<file path="config.mk">
export PLATFORM = sky130hd
export DESIGN_NAME = ram8
export DESIGN_NICKNAME = d
export VERILOG_FILES = /design/src/rtl/ram8_pkg.sv /design/src/rtl/ram8_mux8way16.sv /design/src/rtl/ram8_register16.sv /design/src/rtl/ram8.sv
export SDC_FILE = /design/constraint.sdc
export NUM_CORES = 1
export LEC_CHECK = 0
export ABC_CLOCK_PERIOD_IN_PS = 1700
export CAP_MARGIN = 20
export CORE_MARGIN = 1.5
export CORE_UTILIZATION = 55
export DETAILED_ROUTE_END_ITERATION = 8
export GPL_TIMING_DRIVEN = 0
export PLACE_DENSITY = 0.77
export REMOVE_ABC_BUFFERS = 1
export SLEW_MARGIN = 5
export SYNTH_ARGS = -nofsm -noshare
export SYNTH_HDL_FRONTEND = slang
export SYNTH_SLANG_ARGS = --single-unit
</file>
<file path="constraint.sdc">
create_clock -name clk -period 1.7 [get_ports clk]
set_input_delay 0.255 -clock clk [delete_from_list [all_inputs] [get_ports clk]]
set_output_delay 0.255 -clock clk [all_outputs]
set_load 0.02 [all_outputs]
</file>
<file path="src/rtl/ram8_pkg.sv">
// ram8_pkg: constants and helpers shared by the Hack memory hierarchy slice.
//   HACK_WORD_W      - data word width (16 for Hack)
//   RAM8_ADDR_W      - address width of one ram8 stage
//   RAM8_DEPTH       - words per ram8 stage
//   HACK_WORD_RESET  - value every storage word takes on reset
//   ram8_write_en()  - one-hot write-enable decode of (load, address)
package ram8_pkg;

  localparam int HACK_WORD_W = 16;
  localparam int RAM8_ADDR_W = 3;
  localparam int RAM8_DEPTH  = 1 << RAM8_ADDR_W;

  localparam logic [HACK_WORD_W-1:0] HACK_WORD_RESET = 16'h0000;

  // en[i] = load & (address == i); at most one bit can ever be set.
  function automatic logic [RAM8_DEPTH-1:0] ram8_write_en(
    input logic                   load,
    input logic [RAM8_ADDR_W-1:0] address
  );
    logic [RAM8_DEPTH-1:0] en;
    en = '0;
    for (int i = 0; i < RAM8_DEPTH; i++) begin
      en[i] = load & (address == RAM8_ADDR_W'(i));
    end
    return en;
  endfunction

endpackage

</file>
<file path="src/rtl/ram8_mux8way16.sv">
// mux8way16: 8-way WIDTH-bit combinational multiplexer.
// Ports:
//   a..h - data inputs, selected by sel = 0..7 respectively
//   sel  - 3-bit select
//   out  - selected input
module mux8way16
  import ram8_pkg::*;
#(
  parameter int WIDTH = HACK_WORD_W
) (
  input  logic [WIDTH-1:0] a,
  input  logic [WIDTH-1:0] b,
  input  logic [WIDTH-1:0] c,
  input  logic [WIDTH-1:0] d,
  input  logic [WIDTH-1:0] e,
  input  logic [WIDTH-1:0] f,
  input  logic [WIDTH-1:0] g,
  input  logic [WIDTH-1:0] h,
  input  logic [2:0]       sel,
  output logic [WIDTH-1:0] out
);

  always_comb begin
    out = a;
    case (sel)
      3'd0:    out = a;
      3'd1:    out = b;
      3'd2:    out = c;
      3'd3:    out = d;
      3'd4:    out = e;
      3'd5:    out = f;
      3'd6:    out = g;
      3'd7:    out = h;
      default: out = a;
    endcase
  end

endmodule

</file>
<file path="src/rtl/ram8_register16.sv">
// register16: loadable WIDTH-bit register with asynchronous active-low clear.
// Ports:
//   clk   - rising-edge clock
//   rst_n - async active-low reset, clears to HACK_WORD_RESET
//   in    - data to load
//   load  - when high at a rising edge, out takes in on that edge
//   out   - registered value (out(t+1) = in(t) when load(t))
module register16
  import ram8_pkg::*;
#(
  parameter int WIDTH = HACK_WORD_W
) (
  input  logic             clk,
  input  logic             rst_n,
  input  logic [WIDTH-1:0] in,
  input  logic             load,
  output logic [WIDTH-1:0] out
);

  logic [WIDTH-1:0] r_q;

  always_ff @(posedge clk or negedge rst_n) begin
    if (!rst_n) begin
      r_q <= WIDTH'(HACK_WORD_RESET);
    end else if (load) begin
      r_q <= in;
    end
  end

  assign out = r_q;

endmodule

</file>
<file path="src/rtl/ram8.sv">
// ram8: 8-word x WIDTH-bit RAM, smallest memory stage of the Hack hierarchy.
// Ports:
//   clk     - rising-edge clock; writes commit on this edge
//   rst_n   - async active-low reset; clears all words immediately
//   in      - write data
//   load    - write enable, sampled on the rising edge
//   address - word select shared by read and write
//   out     - combinational read data, mem[address]
// Interface contract: no handshake. Reads are combinational with zero
// latency; a write presented with load=1 commits at the next rising edge.
// Read-during-write to the same word shows the old word until the edge.
// The block has no state beyond its eight words.
module ram8
  import ram8_pkg::*;
#(
  parameter int WIDTH      = HACK_WORD_W,
  parameter int DEPTH_LOG2 = RAM8_ADDR_W
) (
  input  logic                  clk,
  input  logic                  rst_n,
  input  logic [WIDTH-1:0]      in,
  input  logic                  load,
  input  logic [DEPTH_LOG2-1:0] address,
  output logic [WIDTH-1:0]      out
);

  logic [RAM8_DEPTH-1:0] w_en;
  logic [WIDTH-1:0]      w_word [RAM8_DEPTH];

  // One-hot decode: only the addressed word sees load.
  assign w_en = ram8_write_en(load, RAM8_ADDR_W'(address));

  for (genvar i = 0; i < RAM8_DEPTH; i++) begin : g_word
    register16 #(.WIDTH(WIDTH)) u_reg (
      .clk   (clk),
      .rst_n (rst_n),
      .in    (in),
      .load  (w_en[i]),
      .out   (w_word[i])
    );
  end

  // Read straight from the register outputs: no bypass from in, so a
  // same-address write becomes visible only after the edge.
  mux8way16 #(.WIDTH(WIDTH)) u_rd_mux (
    .a   (w_word[0]),
    .b   (w_word[1]),
    .c   (w_word[2]),
    .d   (w_word[3]),
    .e   (w_word[4]),
    .f   (w_word[5]),
    .g   (w_word[6]),
    .h   (w_word[7]),
    .sel (3'(address)),
    .out (out)
  );

endmodule

</file>
==> results of run 1 <==
## metal layers
layer / vias to the layer above / GRT usage (%) / share of wire, %
met5: - / 0 / 0
met4: 0 / 6.57 / 1.2
met3: 15 / 6.32 / 3.9
met2: 81 / 41.3 / 50
met1: 1953 / 31.7 / 45
li1: 1706 / - / -
## power breakdown
group	leakage, nW	internal [mW]	switching, mW
Clock	0.291	2.27	1.32
Combinational	1.33	0.961	0.741
Sequential	1.54	3.72	0.335
## cells in the final DEF, fill, tap and decap left out, types with 8 or more instances in the layout
cell	instances
sky130_fd_sc_hd__nor2b_1	8
sky130_fd_sc_hd__a221oi_1	10
sky130_fd_sc_hd__nand2_1	11
sky130_fd_sc_hd__o22a_1	11
sky130_fd_sc_hd__dfrtp_1	128
sky130_fd_sc_hd__clkdlybuf4s50_1	17
sky130_fd_sc_hd__nor2_1	17
sky130_fd_sc_hd__o22ai_1	11
sky130_fd_sc_hd__buf_6	11
sky130_fd_sc_hd__mux2_2	123
sky130_fd_sc_hd__clkbuf_16	17
sky130_fd_sc_hd__mux2i_1	37
sky130_fd_sc_hd__buf_4	16
## stage by stage
step / area [µm²] / setup TNS [ns]
2_1_floorplan: 5740 / 0
3_3_place_gp: 6280 / -1020.36
3_5_place_dp: 6350 / -111.95
4_1_cts: 7120 / -3.61
5_1_grt: 7200 / -6.71
6_report: 7200 / -3.50
## logic make-up after synthesis
kind of cell	Yosys count	share of synthesized area [%]
AOI/OAI and AO/OA	58	7.36
buffers and inverters	35	3.50
DFF	128	54.0
muxes	161	29.8
and+or+nand+nor	53	5.38
## final cells by class
type | count | area [µm²] | share of cell area [%]
well taps | 136 | 170 | 2.36
clock buffers | 18 | 428 | 5.94
repair buffers | 55 | 602 | 8.35
flip-flops and latches | 128 | 3200 | 44.5
clock inverters | 14 | 165 | 2.29
multi-input cells | 273 | 2620 | 36.3
inverters | 5 | 18.8 | 0.261
## worst reg2reg max path, delay by kind of cell (launching register included)
family | cells | cell delay, ns
flip-flops | 1 | 0.38
multiplexers | 1 | 0.27
buffers and inverters | 1 | 0.13
## timing repair
item	CTS	global route
hold buffers	1	0
pin swaps	17	13
gates resized for setup	97	17
endpoints found under the hold margin	29	0
setup buffers	10	2
endpoints found under the setup margin	140	62
cloned	2	1
## worst max path at each step
stage                       startpoint                endpoint  slack, ns  cells after the start
6_report        g_word[1].u_reg.out[4]                  out[4]      -0.22                      5
5_1_grt        g_word[1].u_reg.out[11]                 out[11]      -0.29                      5
3_5_place_dp                address[2]                 out[15]      -1.60                      6
4_1_cts        g_word[1].u_reg.out[15]                 out[15]      -0.26                      5
3_3_place_gp                     rst_n  g_word[5].u_reg.out[2]      -4.45                      1
2_1_floorplan               address[2]  g_word[2].u_reg.out[0]       0.22                      3
==> flow_metrics.env, run 1 <==
export IMPL_wire_length_of_the_first_global_routing_pass_um=20800
export IMPL_final_hold_viol_count=0
export IMPL_synth_area_per_cell_um2=13.6
export IMPL_p_total_mw=9.34
export IMPL_peakVddDrop_mv=0.827
export IMPL_area_of_the_die_um2=11400
export IMPL_post_route_minimum_period_ns=1.92
export IMPL_crit_reg2reg_capture="g_word[4].u_reg.out[7]"
export IMPL_synth_cell_types=31
export IMPL_synthCells=435
export IMPL_design_final_nets=502
export IMPL_rsz0062_at_grt="true"
export IMPL_power_per_cell_area_nw_per_um2=1300
export IMPL_synth_sequential_area_ratio_pct=54.0
export IMPL_final_fill_count=732
export IMPL_timing_critical_path_slowest_cell_delay_ns=0.39
export IMPL_largest_reg_flops=128
export IMPL_worstPathRequired_ns=1.44
export IMPL_timing_hold_ws_ns=0.176
export IMPL_path_clk_slew_ns=0.06
export IMPL_setup_viol=48
export IMPL_routed_via_count=3755
export IMPL_cpLargestDelayFamily="compound AO/OA/AOI/OAI gates"
export IMPL_post_route_cells_drive_above_1_share_pct=44.4
export IMPL_dpl_worst_slack_ns=-1.60
export IMPL_final_setup_skew_ns=0
export IMPL_finalCoreUtilization_pct=69.2
export IMPL_worst_slew_pin_slew_ns=0.821
export IMPL_synth_area_um2=5930
export IMPL_clock_tree_from_tritoncts="yes"
export IMPL_ys_async_sr_fraction_pct=100
export IMPL_pins_over_their_slew_limit=0
export IMPL_routed_wl_um=13000
export IMPL_start_util_pct=56.9
export IMPL_slew_headroom_pct=45.1
export IMPL_cp_slowest_cell="sky130_fd_sc_hd__dfrtp_1"
export IMPL_root_buffer="sky130_fd_sc_hd__clkbuf_8"
export IMPL_dr_first_iter_drc_count=181
export IMPL_reg2reg_slack_ns=0.80
export IMPL_violations="negative setup slack"
export IMPL_synth_common_cells="sky130_fd_sc_hd__dfrtp_1 (128), sky130_fd_sc_hd__mux2_2 (123), sky130_fd_sc_hd__mux2i_1 (38), sky130_fd_sc_hd__nor2_1 (19), sky130_fd_sc_hd__a221oi_1 (16)"
export IMPL_count_leader_synth="sky130_fd_sc_hd__dfrtp_1"
export IMPL_worst_ep_arrival_time_ns=1.66
export IMPL_critPathMaxFanout=2
export IMPL_drt_wirelength_per_cell_um=20.7
export IMPL_fmax_ghz=0.522
export IMPL_layout_area_overhead_vs_synth_pct=21.5
export IMPL_timing_rr_start="g_word[4].u_reg.out[7]"
export IMPL_drt_pass1_iter_count=4
export IMPL_place_inst=581
export IMPL_dp_hpwl_um=7030
export IMPL_place_port_buffers=37
export IMPL_hold_path_class="input pin to asynchronous set/reset pin"
export IMPL_finalNonFillerCells=629
export IMPL_drt_drc_violations_left=0
export IMPL_grt_antenna_before_repair=0
export IMPL_cp_num_buf_inv=1
export IMPL_number_of_antenna_diodes=0
export IMPL_cts_max_path_buffers=2
export IMPL_cellLeakagePower_nw=3.16
export IMPL_timing_critical_path_to_type="primary output"
export IMPL_fin_crit_sh_pct=113
export IMPL_std_cell_rows=37
export IMPL_r2r_worst_path_cells=2
export IMPL_criticalPathCategory="flop to primary output"
export IMPL_vias_in_the_first_global_route=3910
export IMPL_worstSkewPairLatency_ns=0.51
export IMPL_cts_made_buffers=17
export IMPL_post_synth_main_area_contributors="sky130_fd_sc_hd__dfrtp_1 (54%), sky130_fd_sc_hd__mux2_2 (23%), sky130_fd_sc_hd__mux2i_1 (6.4%), sky130_fd_sc_hd__a221oi_1 (2.4%), sky130_fd_sc_hd__o22a_1 (1.6%)"
export IMPL_timing_critical_path_from_type="flop"
export IMPL_synth_largest_type_area_fraction_pct=54.0
export IMPL_grt_use_total_pct=24.6
export IMPL_grt_start_max_net_pins=100
export IMPL_cts_htree_levels=4
export IMPL_yosys_warnings=0
export IMPL_run_status="finished with violations"
export IMPL_worst_slack_ns=-0.216
export IMPL_placeableCoreArea_um2=10400
export IMPL_route_detailed_vias_per_inst=5.97
export IMPL_floorplan_io_pins=38
export IMPL_synth_seq_cells=128
export IMPL_chipHeight_um=107
export IMPL_numClockSinks=128
export IMPL_ys_flop_type="sky130_fd_sc_hd__dfrtp_1"
export IMPL_global_route_overflow_total=0
export IMPL_finalWeightedCongestion=0.693
export IMPL_yosys_area_top_type="sky130_fd_sc_hd__dfrtp_1"
export IMPL_antenna_left=0
export IMPL_cap_violations=0
export IMPL_synth_enable_flop_cells=0
export IMPL_fp_dieW_um=107
export IMPL_crit_path_cell_trace="nor2b_1 -> o32ai_1 -> a221oi_1 -> a21oi_1 -> buf_2"
(Power assumes the default switching activity.)
==> run 2: changes to the inputs <==
--- a/config.mk
+++ b/config.mk
@@ -5,9 +5,8 @@
 export SDC_FILE = /design/constraint.sdc
 export NUM_CORES = 1
 export LEC_CHECK = 0
-export ABC_CLOCK_PERIOD_IN_PS = 1700
 export CAP_MARGIN = 20
-export CORE_MARGIN = 1.5
+export CORE_MARGIN = 3
 export CORE_UTILIZATION = 55
 export DETAILED_ROUTE_END_ITERATION = 8
 export GPL_TIMING_DRIVEN = 0
==> run 2 against run 1 <==
  * The run still ends with negative setup slack left
  * Power rose by 4.0%
  * Sequential power barely moved
  * Routed wire length rose by 5.2%
  * Via count rose by 2.3%
  * Clock skew did not move
  * Critical path type unchanged
==> flow_metrics.env, run 2 (synthesis gave the netlist of run 1 again) <==
export IMPL_floorplan_io_pins=38
export IMPL_peakVddDrop_mv=0.776
export IMPL_area_of_the_die_um2=12100
export IMPL_critPathMaxFanout=2
export IMPL_drt_wirelength_per_cell_um=21.7
export IMPL_cts_htree_levels=4
export IMPL_place_port_buffers=37
export IMPL_finalCoreUtilization_pct=69.7
export IMPL_worst_slew_pin_slew_ns=0.811
export IMPL_routed_via_count=3840
export IMPL_design_final_nets=504
export IMPL_cts_made_buffers=17
export IMPL_worst_slack_ns=-0.205
export IMPL_wire_length_of_the_first_global_routing_pass_um=21600
export IMPL_drt_met1_wl_um=6070
export IMPL_finalWeightedCongestion=0.737
export IMPL_clock_tree_from_tritoncts="yes"
export IMPL_timing_critical_path_to_type="primary output"
export IMPL_drt_drc_violations_left=0
export IMPL_highest_count_cells_in_the_layout_ignoring_fill_and_taps="sky130_fd_sc_hd__dfrtp_1 (128), sky130_fd_sc_hd__mux2_2 (123), sky130_fd_sc_hd__mux2i_1 (38)"
export IMPL_setup_viol=48
export IMPL_pins_over_their_slew_limit=0
export IMPL_timing_critical_path_from_type="flop"
export IMPL_layout_cells_most_common="sky130_fd_sc_hd__dfrtp_1"
export IMPL_grt_start_max_net_pins=83
export IMPL_r2r_worst_path_cells=2
export IMPL_hold_path_class="input pin to asynchronous set/reset pin"
export IMPL_final_setup_skew_ns=0
export IMPL_dr_max_layer_used="met4"
export IMPL_worstPathRequired_ns=1.44
export IMPL_slew_headroom_pct=45.8
export IMPL_rsz0062_at_grt="true"
export IMPL_worst_ep_arrival_time_ns=1.65
export IMPL_run_status="finished with violations"
export IMPL_routed_wl_um=13700
export IMPL_violations="negative setup slack"
export IMPL_placeableCoreArea_um2=10400
export IMPL_fmax_ghz=0.525
export IMPL_chipHeight_um=110
export IMPL_start_util_pct=56.9
export IMPL_cellLeakagePower_nw=3.19
export IMPL_grt_use_total_pct=24.4
export IMPL_path_clk_slew_ns=0.06
export IMPL_dr_wl_met2_um=6790
export IMPL_number_of_antenna_diodes=0
export IMPL_largest_reg_flops=128
export IMPL_timing_rr_start="g_word[1].u_reg.out[4]"
export IMPL_vias_in_the_first_global_route=4069
export IMPL_post_route_minimum_period_ns=1.91
export IMPL_drt_pass1_iter_count=6
export IMPL_dp_hpwl_um=7290
export IMPL_post_route_cells_drive_above_1_share_pct=43.8
export IMPL_root_buffer="sky130_fd_sc_hd__clkbuf_8"
export IMPL_grt_antenna_before_repair=0
export IMPL_reg2reg_slack_ns=0.79
export IMPL_place_area_um2=6360
export IMPL_crit_reg2reg_capture="g_word[1].u_reg.out[4]"
export IMPL_final_fill_count=710
export IMPL_worstSkewPairLatency_ns=0.51
export IMPL_std_cell_rows=37
export IMPL_fp_dieW_um=110
export IMPL_dpl_worst_slack_ns=-1.62
export IMPL_fin_area_um2=7260
export IMPL_layout_area_overhead_vs_synth_pct=22.4
export IMPL_cap_violations=0
export IMPL_power_per_cell_area_nw_per_um2=1340
export IMPL_dr_first_iter_drc_count=282
export IMPL_criticalPathCategory="flop to primary output"
export IMPL_global_route_overflow_total=0
export IMPL_detailroute_wirelength_met3_um=636
export IMPL_antenna_left=0
export IMPL_fin_crit_sh_pct=112
export IMPL_timing_hold_ws_ns=0.225
export IMPL_numClockSinks=128
export IMPL_route_detailed_vias_per_inst=6.09
export IMPL_cts_max_path_buffers=2
export IMPL_final_hold_viol_count=0
-- run 2: changes by cell type in the layout (fill, tap and decap cells not counted), moves of 2 or more --
| cell | before | now |
|---|---|---|
| sky130_fd_sc_hd__clkinv_2 | 5 | 2 |
| sky130_fd_sc_hd__buf_6 | 11 | 14 |
| sky130_fd_sc_hd__bufinv_16 | 3 | 5 |
| sky130_fd_sc_hd__a221oi_1 | 10 | 12 |
| sky130_fd_sc_hd__a221oi_2 | 6 | 4 |
-- run 2: stage by stage --
step,cells,TNS (ns),power [mW]
after floorplan,405,0,5.08
after global placement,578,-1007.02,5.60
after detailed placement,582,-111.75,5.71
after CTS,630,-3.52,9.74
after global routing,631,-6.09,10.1
final,631,-4.90,9.71
-- run 2: cell type report --
class / count / area, µm² / share of cell area [%]
sequential: 128 / 3200 / 44.1
inverter: 5 / 18.8 / 0.258
multi-input combinational: 273 / 2600 / 35.9
clock buffer: 19 / 432 / 5.94
timing repair buffer: 57 / 626 / 8.61
tap: 136 / 170 / 2.34
clock inverter: 13 / 209 / 2.88
-- run 2: repair_timing --
item / in CTS / in global routing
gates cloned: 3 / 0
endpoints found under the setup margin: 143 / 49
hold buffers: 1 / 0
setup buffers: 12 / 1
hold endpoints to repair: 46 / 0
pin swaps: 25 / 13
gates resized for setup: 107 / 7
-- run 2: power breakdown --
part / internal [mW] / switching, mW
Combinational: 0.984 / 0.765
Clock: 2.57 / 1.33
Sequential: 3.72 / 0.341
-- run 2: worst max-delay path by stage --
| stage | to | depth (start not counted) | startpoint |
|---|---|---|---|
| 2_1_floorplan | g_word[2].u_reg.out[0] | 3 | address[2] |
| 3_5_place_dp | out[11] | 6 | address[2] |
| 3_3_place_gp | g_word[0].u_reg.out[10] | 1 | rst_n |
| 5_1_grt | out[4] | 5 | g_word[1].u_reg.out[4] |
| 6_report | out[4] | 5 | g_word[1].u_reg.out[4] |
| 4_1_cts | out[4] | 5 | g_word[1].u_reg.out[4] |
-- run 2: routing by layer --
layer,vias up,global-route usage [%]
met5,-,0
met4,0,8.01
met3,20,6.34
met2,104,39.8
met1,2001,32.0
li1,1715,-
-- run 2: worst max-delay path, cell delays in order (launching register included) --
cell and delay [ns]:
sky130_fd_sc_hd__dfrtp_1 0.39, sky130_fd_sc_hd__nor2b_1 0.14, sky130_fd_sc_hd__o32ai_1 0.09, sky130_fd_sc_hd__a221oi_1 0.24
sky130_fd_sc_hd__a21oi_1 0.11, sky130_fd_sc_hd__buf_4 0.16
==> run 3: changes to the inputs <==
==> constraint.sdc (replaced) <==
create_clock -name clk -period 2.25 [get_ports clk]
set_input_delay 0.3375 -clock clk [delete_from_list [all_inputs] [get_ports clk]]
set_output_delay 0.3375 -clock clk [all_outputs]
set_load 0.02 [all_outputs]
==> run 3 against run 2 <==
  * The flow now finishes without violations
  * Global-route usage fell by 0.84 points
  * Register-to-register slack improved by 0.65 ns
  * Largest cell class unchanged
  * Via count fell by 2.5%
  * Critical endpoint is now out[12]
  * Largest power group unchanged
  * First-iteration DRC count increased by 1.1%
  * Clock-buffer cell count unchanged
  * Routed wire length is 3.7% lower
  * Flip-flop and latch count stayed put
  * Critical path depth is 2 higher
  * Final area decreased by 1.0%
  * Power down 25%
  * Die area unchanged
  * Sequential share of layout area increased by 0.45 points
==> flow_metrics.env, run 3 (synthesis gave the netlist of run 1 again) <==
export IMPL_run_status="completed"
export IMPL_largest_reg_flops=128
export IMPL_layout_cells_most_common="sky130_fd_sc_hd__dfrtp_1"
export IMPL_finalWeightedCongestion=0.737
export IMPL_setup_viol=0
export IMPL_cts_max_path_buffers=2
export IMPL_global_route_overflow_total=0
export IMPL_worstSetupStartpoint="address[0]"
export IMPL_antenna_left=0
export IMPL_dr_first_iter_drc_count=285
export IMPL_grt_start_max_net_pins=83
export IMPL_design_final_nets=495
export IMPL_start_util_pct=56.9
export IMPL_place_inst=582
export IMPL_route_detailed_vias_per_inst=6.02
export IMPL_post_route_minimum_period_ns=2.20
export IMPL_finalNonFillerCells=622
export IMPL_grt_use_total_pct=23.6
export IMPL_drt_wirelength_per_cell_um=21.2
export IMPL_fmax_ghz=0.455
export IMPL_drt_drc_violations_left=0
export IMPL_highest_count_cells_in_the_layout_ignoring_fill_and_taps="sky130_fd_sc_hd__dfrtp_1 (128), sky130_fd_sc_hd__mux2_2 (123), sky130_fd_sc_hd__mux2i_1 (38)"
export IMPL_timing_critical_path_to_type="primary output"
export IMPL_cts_made_buffers=17
export IMPL_slew_headroom_pct=30.6
export IMPL_cellLeakagePower_nw=3.15
export IMPL_cap_violations=0
export IMPL_wire_length_of_the_first_global_routing_pass_um=21000
export IMPL_clock_tree_from_tritoncts="yes"
export IMPL_std_cell_rows=37
export IMPL_routed_wl_um=13200
export IMPL_drt_pass1_iter_count=4
export IMPL_worst_ep_arrival_time_ns=1.86
export IMPL_numClockSinks=128
export IMPL_fin_crit_sh_pct=97.6
export IMPL_dp_hpwl_um=7290
export IMPL_timing_hold_ws_ns=0.314
export IMPL_placeableCoreArea_um2=10400
export IMPL_pins_over_their_slew_limit=0
export IMPL_power_per_cell_area_nw_per_um2=1010
export IMPL_grt_antenna_before_repair=0
export IMPL_final_setup_skew_ns=0
export IMPL_area_of_the_die_um2=12100
export IMPL_rsz0062_at_grt="false"
export IMPL_dpl_worst_slack_ns=-1.24
export IMPL_hold_path_class="input pin to asynchronous set/reset pin"
export IMPL_floorplan_io_pins=38
export IMPL_vias_in_the_first_global_route=3945
export IMPL_post_route_cells_drive_above_1_share_pct=38.3
export IMPL_number_of_antenna_diodes=0
export IMPL_worstPathRequired_ns=1.91
export IMPL_final_hold_viol_count=0
export IMPL_worst_slack_ns=0.0543
export IMPL_fp_dieW_um=110
export IMPL_place_port_buffers=37
export IMPL_routed_via_count=3743
export IMPL_critPathMaxFanout=18
export IMPL_cts_htree_levels=4
export IMPL_criticalPathCategory="input pin to primary output"
export IMPL_fin_area_um2=7190
export IMPL_timing_critical_path_from_type="input pin"
export IMPL_layout_area_overhead_vs_synth_pct=21.2
export IMPL_place_area_um2=6360
export IMPL_worstSkewPairLatency_ns=0.50
export IMPL_chipHeight_um=110
export IMPL_worst_slew_pin_slew_ns=1.04
export IMPL_peakVddDrop_mv=0.584
export IMPL_path_clk_slew_ns=0.06
export IMPL_root_buffer="sky130_fd_sc_hd__clkbuf_8"
export IMPL_timing_rr_start="g_word[6].u_reg.out[15]"
export IMPL_finalCoreUtilization_pct=69.0
==> run 3: worst paths after layout <==
path,end,slack [ns],cells past startpoint
min reg2reg,g_word[2].u_reg.out[12],0.50,1
max,out[12],0.05,7
max reg2reg,g_word[6].u_reg.out[15],1.44,1
min,g_word[2].u_reg.out[7],0.31,2
min in group clk,g_word[2].u_reg.out[12],0.50,1
max in group asynchronous,g_word[6].u_reg.out[5],1.20,3
==> run 3: worst max-delay path, stage by stage <==
cell and delay [ns]:
sky130_fd_sc_hd__buf_4 0.17, sky130_fd_sc_hd__buf_12 0.17, sky130_fd_sc_hd__or3_4 0.49, sky130_fd_sc_hd__buf_4 0.18, sky130_fd_sc_hd__nor2_1 0.11, sky130_fd_sc_hd__a21oi_1 0.05, sky130_fd_sc_hd__dlygate4sd2_1 0.33
==> run 3: cell type report <==
cell class | count | area [µm²]
clock buffer | 19 | 432
clock inverter | 13 | 209
inverter | 5 | 18.8
multi-input combinational | 272 | 2560
sequential | 128 | 3200
tap | 136 | 170
timing repair buffer | 49 | 591
fill | 737 | 3230
==> run 3: metrics by stage <==
step / setup TNS, ns / total power [mW]
after floorplan: 0 / 3.84
after global placement: -881.18 / 4.23
after detailed placement: -45.86 / 4.31
after CTS: 0 / 7.28
after global routing: 0 / 7.56
final: 0 / 7.24
==> run 3: what timing repair did <==
item	in CTS	in global routing
gates resized for setup	33	3
hold endpoints to repair	46	0
pin swaps	1	1
gates cloned	2	0
setup endpoints to repair	16	5
buffers inserted	3	0
hold buffers	1	0
==> run 3: where the power goes <==
part / switching (mW) / internal, mW
logic: 0.547 / 0.683
clock network: 1.00 / 1.94
registers: 0.254 / 2.81
==> run 3: metal layers <==
layer / vias to the layer above / part of all wire (%) / GRT usage [%] / routed length (µm)
met2: 93 / 50 / 38.0 / 6540
met3: 14 / 5.0 / 5.70 / 660
met1: 1948 / 45 / 31.7 / 5880
met4: 0 / 0.92 / 7.48 / 122
met5: - / 0 / 0 / 0
li1: 1688 / - / - / -
